==> src/rtl/dt_pack.sv <==
// dt_pack: post-processing for the distance-transform datapath.
// Scans the 128x128 8-bit distance map once per pass and thresholds each pixel.
// Packs the 1-bit results MSB-first into 16-bit words for the binary image memory.
// Counts the set pixels of the pass.
module dt_pack (
    input  logic        i_clk,
    input  logic        i_rst_n,
    input  logic        i_start,
    input  logic [7:0]  i_thr,
    output logic        o_res_rd,
    output logic [13:0] o_res_addr,
    input  logic [7:0]  i_res_di,
    output logic        o_sti_wr,
    output logic [9:0]  o_sti_addr,
    output logic [15:0] o_sti_do,
    output logic [14:0] o_fg_count,
    output logic        o_busy,
    output logic        o_done
);

    typedef enum logic [1:0] {StIdle, StRead, StWrite, StDone} state_e;

    state_e      r_state;
    state_e      w_state_nxt;
    logic [7:0]  r_thr;
    logic [3:0]  r_bit;
    logic [15:0] r_shift;
    logic [13:0] r_res_addr;
    logic [9:0]  r_sti_addr;
    logic [14:0] r_fg_count;
    logic        w_pix;
    logic        w_accept;

    assign w_pix    = (i_res_di >= r_thr);
    assign w_accept = i_start && ((r_state == StIdle) || (r_state == StDone));

    // State register.
    always_ff @(posedge i_clk or negedge i_rst_n) begin
        if (!i_rst_n) begin
            r_state <= StIdle;
        end else begin
            r_state <= w_state_nxt;
        end
    end

    // Next-state logic: 16 READ cycles then one WRITE per word, DONE after word 1023.
    always_comb begin
        w_state_nxt = r_state;
        unique case (r_state)
            StIdle, StDone: begin
                if (i_start) begin
                    w_state_nxt = StRead;
                end
            end
            StRead: begin
                if (r_bit == 4'd15) begin
                    w_state_nxt = StWrite;
                end
            end
            StWrite: begin
                if (r_sti_addr == 10'd1023) begin
                    w_state_nxt = StDone;
                end else begin
                    w_state_nxt = StRead;
                end
            end
            default: w_state_nxt = StIdle;
        endcase
    end

    // Datapath: threshold latch, pixel shift/count, read address walk, word index capture.
    always_ff @(posedge i_clk or negedge i_rst_n) begin
        if (!i_rst_n) begin
            r_thr      <= 8'd0;
            r_bit      <= 4'd0;
            r_shift    <= 16'd0;
            r_res_addr <= 14'd0;
            r_sti_addr <= 10'd0;
            r_fg_count <= 15'd0;
        end else if (w_accept) begin
            r_thr      <= i_thr;
            r_bit      <= 4'd0;
            r_res_addr <= 14'd0;
            r_fg_count <= 15'd0;
        end else if (r_state == StRead) begin
            r_shift    <= {r_shift[14:0], w_pix};
            r_fg_count <= r_fg_count + 15'(w_pix);
            r_res_addr <= r_res_addr + 14'd1;
            r_bit      <= r_bit + 4'd1;
            // The last pixel of a word sits at res_addr[13:4] == word index.
            if (r_bit == 4'd15) begin
                r_sti_addr <= r_res_addr[13:4];
            end
        end
    end

    // Output decode from the current state and datapath registers.
    always_comb begin
        o_res_rd   = 1'b0;
        o_sti_wr   = 1'b0;
        o_busy     = 1'b0;
        o_done     = 1'b0;
        o_res_addr = r_res_addr;
        o_sti_addr = r_sti_addr;
        o_sti_do   = r_shift;
        o_fg_count = r_fg_count;
        unique case (r_state)
            StIdle:  ;
            StRead: begin
                o_res_rd = 1'b1;
                o_busy   = 1'b1;
            end
            StWrite: begin
                o_sti_wr = 1'b1;
                o_busy   = 1'b1;
            end
            StDone:  o_done = 1'b1;
            default: ;
        endcase
    end

endmodule

==> config.mk <==
export PLATFORM = sky130hd
export DESIGN_NAME = dt_pack
export DESIGN_NICKNAME = d
export VERILOG_FILES = /design/src/rtl/dt_pack.sv
export SDC_FILE = /design/constraint.sdc
export NUM_CORES = 1
export LEC_CHECK = 0
export ABC_AREA = 1
export BUFFER_PORTS_ARGS = -buffer_cell sky130_fd_sc_hd__buf_4
export CELL_PAD_IN_SITES_DETAIL_PLACEMENT = 2
export CELL_PAD_IN_SITES_GLOBAL_PLACEMENT = 2
export CORE_ASPECT_RATIO = 2
export CORE_MARGIN = 3
export CORE_UTILIZATION = 34
export CTS_CLUSTER_SIZE = 28
export DETAILED_ROUTE_END_ITERATION = 10
export PLACE_DENSITY_LB_ADDON = 0.1
export SYNTH_ARGS = -nofsm -noshare
export SYNTH_HDL_FRONTEND = slang
export SYNTH_SLANG_ARGS = --single-unit
==> constraint.sdc <==
create_clock -name i_clk -period 3.2 [get_ports i_clk]
set_clock_uncertainty 0.15 [all_clocks]
set_input_delay 0.48 -clock i_clk [delete_from_list [all_inputs] [get_ports i_clk]]
set_output_delay 0.48 -clock i_clk [all_outputs]
set_load 0.005 [all_outputs]
# Yosys cells after proc, flatten, opt, wreduce, memory -nomap -nowiden
# Cells that the tools add are included.
# word_totals
ff_bits	69
output_inout_bits	59
word_cells	42
in_bits	19
# classes
n_addsub	3
n_reduce_logical	9
n_bitwise	1
muxes	14
eq_ne	7
order_cmp	1
# ops
cell	count
$mux 15	2
$mux 14	2
$add 15x1->15	1
$add 14x1->14 const B	1
$eq 10x10->1 const B	1
$ge 8x8->1	1
$mux 4	2
$mux 2	3
$pmux 2 s3	1
$add 4x1->4 const B	1
$eq 2x2->1 const B	2
$eq 4x4->1 const B	1
$mux 1	4
$ne 2x2->1 const B	2
$reduce_and 2->1	2
$reduce_or 2->1	2
$reduce_and 3->1	1
$eq 2x1->1 const B	1
$logic_not 2->1	1
$reduce_bool 2->1	1
$logic_and 1x1->1	1
$logic_or 1x1->1	1
$not 1->1	1

# Logic depth before layout (Yosys ltp)
# depth
word_depth	5
ltp_mapped	18
ltp_nobuf	18

# Least setup slack after synthesis
# No wires, ideal clock.
# synth_path
kind	input to register
start	input port i_res_di[7]
end	register r_fg_count[12], in the netlist o_fg_count[12]
required_ns	2.931
setup_slack_ns	0.910
cell_stages	13
arrival_ns	2.021
setup_ns	0.119
path_buffers	0
cell_sequence	ha_1 > nand2_1 > nor2_1 > nand4_1 > nand3_1 > ha_1 > ha_1 > nand3_1 > nor2_2 > nand3_2 > nand2_1 > nand2_1 > o21a_1
# synth_between
elab_chain_len	4
# synth_rtl
element	line	rtl
from (decl)	12	input logic [7:0] i_res_di,
$ge 8x8->1	34	assign w_pix = (i_res_di >= r_thr);
via w_pix	31	logic w_pix;
$add 15x1->15	87	r_fg_count <= r_fg_count + 15'(w_pix);
$mux 15	85	end else if (r_state == StRead) begin
$mux 15	80	end else if (w_accept) begin
to (signal assigned)	87	
to (decl)	30	logic [14:0] r_fg_count;
# The timed path passes the listed nets, and every way through them passes these cells. The select of a mux whose other input is x is not followed.
# A chain may end at the register's enable or synchronous reset.

# Worst setup path in the final report
# layout_path
start	register r_state[1]
end	output port o_res_rd
# layout_between
elab_chain_len	2
# layout_rtl
element	line	rtl
from (decl)	23	state_e r_state;
from (signal assigned)	40	r_state <= StIdle;
from (signal assigned)	42	r_state <= w_state_nxt;
$eq 2x1->1	107	unique case (r_state)
$mux 1	107	
to (decl)	10	output logic o_res_rd,
# No other way between the ends.

==> qor.yml <==
finish:
  syn_to_final_growth_pct: 30.1
  fin_area_mm2: 0.00445
  diodes: 0
  fin_cells: 625
  finalNetCount: 523
  final_util: 0.456
  drive_gt1_frac: 0.231
cts:
  cts_buffer_depth: 2
  clk_pin_slew_ps: 60
  ctsResizeCount: 0
  numClockSinks: 69
  clkLatencyLatePin_ps: 330
  numCtsBuffers: 9
  postCtsHoldBufs: 0
  root_buffer: "clkbuf_16"
  cts_tree: "yes"
  postCtsSetupRepairBufs: 0
  htree_levels: 3
worst_setup_path:
  crit_type: "reg -> out"
  critPathRequiredTime_ps: 2570
  cpMostUsedCell: "buf_4"
  cpMaxStageDelayCell: "ha_1"
  critical-path-max-stage-delay_ps: 620
  startpoint_type: "register"
  cp_cell_sequence: "inv_1, ha_1, buf_4, buf_4"
  crit_path_end_kind: "output pin"
  crit_fanout: 18
  critPathArrivalTime_ps: 1950
sta:
  relSlewSlack: 0.402
  setup_violations: 0
  min_period_ps: 2580
  worst_slew_pin_slew_ps: 896
  setup_ws_ps: 617
  hold_slack_ps: 125
  hold_violations: 0
  max_freq_mhz: 387
  rsz0062_at_grt: "no"
  setup_tns_ps: 0
  drv_slew: 0
  finalCritPeriodShare: 0.807
global_route:
  grt_overflow_total: 0
  antenna_found_initial: 0
  grt_max_degree: 70
  met1_usage: 0.194
  grt_pass1_vias: 3460
  met3_usage: 0.0396
  grt_use_met2: 0.367
  grt_pass1_wl_um: 17100
  grt.total_usage: 0.191
  grt-busiest-layer: "met2"
routing:
  vias: 3086
  drt_wl_total_um: 10100
  antenna_left: 0
  drtPass1Iterations: 4
  drc: 0
  wl_per_cell_um: 16.2
  drt-initial-drc-count: 85
  viasPerCell: 4.94
placement:
  dp_hpwl_um: 7220
  gp_congestion: 0.778
  placed_area_mm2: 0.00409
  dp_slack_ps: 369
  dp.cells: 609
  portBuffers: 77
yosys:
  yosys.area_share.simple: 0.239
  synth_mux_area_frac: 0.00878
  yosysTopAreaCell: "dfrtp_1"
  synthTopCellsByArea: "dfrtp_1, nand2_1, ha_1"
  ys_ff_latch: 69
  syn-cell-area_mm2: 0.00342
  seq_area_frac_synth: 0.505
  synth_edf_count: 0
  synth_top_area_frac: 0.505
  yosysMostFrequentCell: "nand2_1"
  synth_fa_ha_area_frac: 0.0585
  synthCells: 409
  yosys.cell_types.count: 27
  synth_top_family_by_area: "simple AND/OR/NAND/NOR gates"
  synthXorXnorAreaFrac: 0.00256
  synth_compound_area_frac: 0.103
  yosysWarningCount: 0
  synth_ff_type: "dfrtp_1"
  syn-num-nets: 444
  postSynthAreaPerCell_um2: 8.37
  synthArstFlopShare: 1.00
  ys_top_cells_by_count: "nand2_1, dfrtp_1, inv_1, nor2_1, o21ai_0"
power_and_ir_drop:
  power.internal_mw: 1.72
  p_leak_nw: 2.34
  swShare: 0.200
  p_sw_mw: 0.429
  p_clk_frac: 0.553
  p_total_mw: 2.15
  ir_drop_mv: 0.319
  pwr-share-comb: 0.033
  pwr-share-seq: 0.415
  power.density_mw_per_mm2: 483
floorplan:
  die-area_mm2: 0.0114
  rows: 51
  core_area_mm2: 0.00976
  pin_count: 78
  start_util: 0.351
  die_w_um: 76.9
  dieHeight_um: 148
worst_hold_path:
  min_path_type: "in -> async"
run:
  maxCapViolations: 0
outcome:
  status: "completed"
==> power by group through the flow <==
| stage | clock network, mW | registers [mW] | logic, mW |
|---|---|---|---|
| 2_1_floorplan | 0 | 0.906 | 0.0168 |
| 3_3_place_gp | 0 | 0.907 | 0.0701 |
| 3_5_place_dp | 0 | 0.907 | 0.0726 |
| 4_1_cts | 1.22 | 0.892 | 0.0736 |
| 5_1_grt | 1.26 | 0.893 | 0.0812 |
| 6_report | 1.19 | 0.892 | 0.0703 |
==> per-layer routing <==
layer  vias up  wire length [um]
met1      1553              3670
met4         0               333
li1       1452                 -
met2        61              5760
met5         -                 0
met3        20               368
==> sequential cells by signal (all words and copies together), names as in the netlist <==
signal and count:
o_res_addr 14, o_sti_do 16, r_bit 4, r_thr 8
r_state 2, o_sti_addr 10, o_fg_count 15
==> worst max-delay path: cells and delay by family (launching register included) <==
| kind | cells | cell delay [ps] |
|---|---|---|
| fa+ha+maj | 1 | 620 |
| buf+inv | 3 | 580 |
| flops | 1 | 420 |
==> placed cells by master, fill, tap and decap left out <==
| cell type | netlist | layout |
|---|---|---|
| clkinv_4 | 0 | 1 |
| nand2_1 | 104 | 104 |
| inv_2 | 1 | 1 |
| clkbuf_16 | 0 | 9 |
| mux2_4 | 2 | 2 |
| o21ai_1 | 9 | 9 |
| buf_4 | 0 | 80 |
| nor2_4 | 2 | 2 |
| clkinvlp_4 | 0 | 1 |
| xnor2_1 | 1 | 1 |
| dfrtp_1 | 69 | 69 |
| nand4_1 | 5 | 5 |
| nor2_2 | 5 | 5 |
| nand3_1 | 12 | 12 |
| a21oi_1 | 15 | 15 |
| nor2_1 | 48 | 48 |
| nor3_2 | 1 | 1 |
| o21ai_0 | 39 | 39 |
| nand3_2 | 2 | 2 |
| inv_1 | 50 | 50 |
| bufinv_16 | 0 | 3 |
| a21o_1 | 1 | 1 |
| ha_1 | 16 | 16 |
| nand2_2 | 3 | 3 |
| o21a_1 | 3 | 3 |
| clkbuf_8 | 2 | 2 |
| nor3_1 | 6 | 6 |
| nand2_4 | 2 | 2 |
| o21bai_1 | 1 | 1 |
==> cells by family (layout without fill, tap and decap cells) <==
group | Yosys count | count (layout)
AND/OR/NAND/NOR | 190 | 190
flip-flops | 69 | 69
AO/OA/AOI/OAI | 68 | 68
buffers and inverters | 63 | 147
adder cells (fa/ha/maj) | 16 | 16
multiplexers | 2 | 2
XOR/XNOR | 1 | 1
==> path summary, 6_finish.rpt <==
check                      cells after the start                         end                      from  slack, ps
setup / recovery                               4                    o_res_rd    r_state[1]$_DFFE_PN0P_        620
hold / removal                                 1     o_sti_do[6]$_DFFE_PN0P_                   i_rst_n        120
setup reg to reg                              15  o_fg_count[10]$_DFFE_PN0P_      r_thr[7]$_DFFE_PN0P_        630
hold reg to reg                                2    o_sti_do[15]$_DFFE_PN0P_  o_sti_do[15]$_DFFE_PN0P_        360
max in group asynchronous                      1  o_res_addr[13]$_DFFE_PN0P_                   i_rst_n       2190
min in group i_clk                             3        r_thr[7]$_DFFE_PN0P_                  i_thr[7]        200
==> final cells by class <==
| cell class | count | area (um^2) |
|---|---|---|
| well taps | 132 | 165 |
| clock inverters | 5 | 106 |
| clock buffers | 11 | 253 |
| flip-flops and latches | 69 | 1730 |
| repair buffers | 80 | 601 |
| multi-input cells | 277 | 1410 |
| fillers | 1093 | 5310 |
| inverters | 51 | 191 |
No activity file was read; power rests on OpenSTA's default activity.
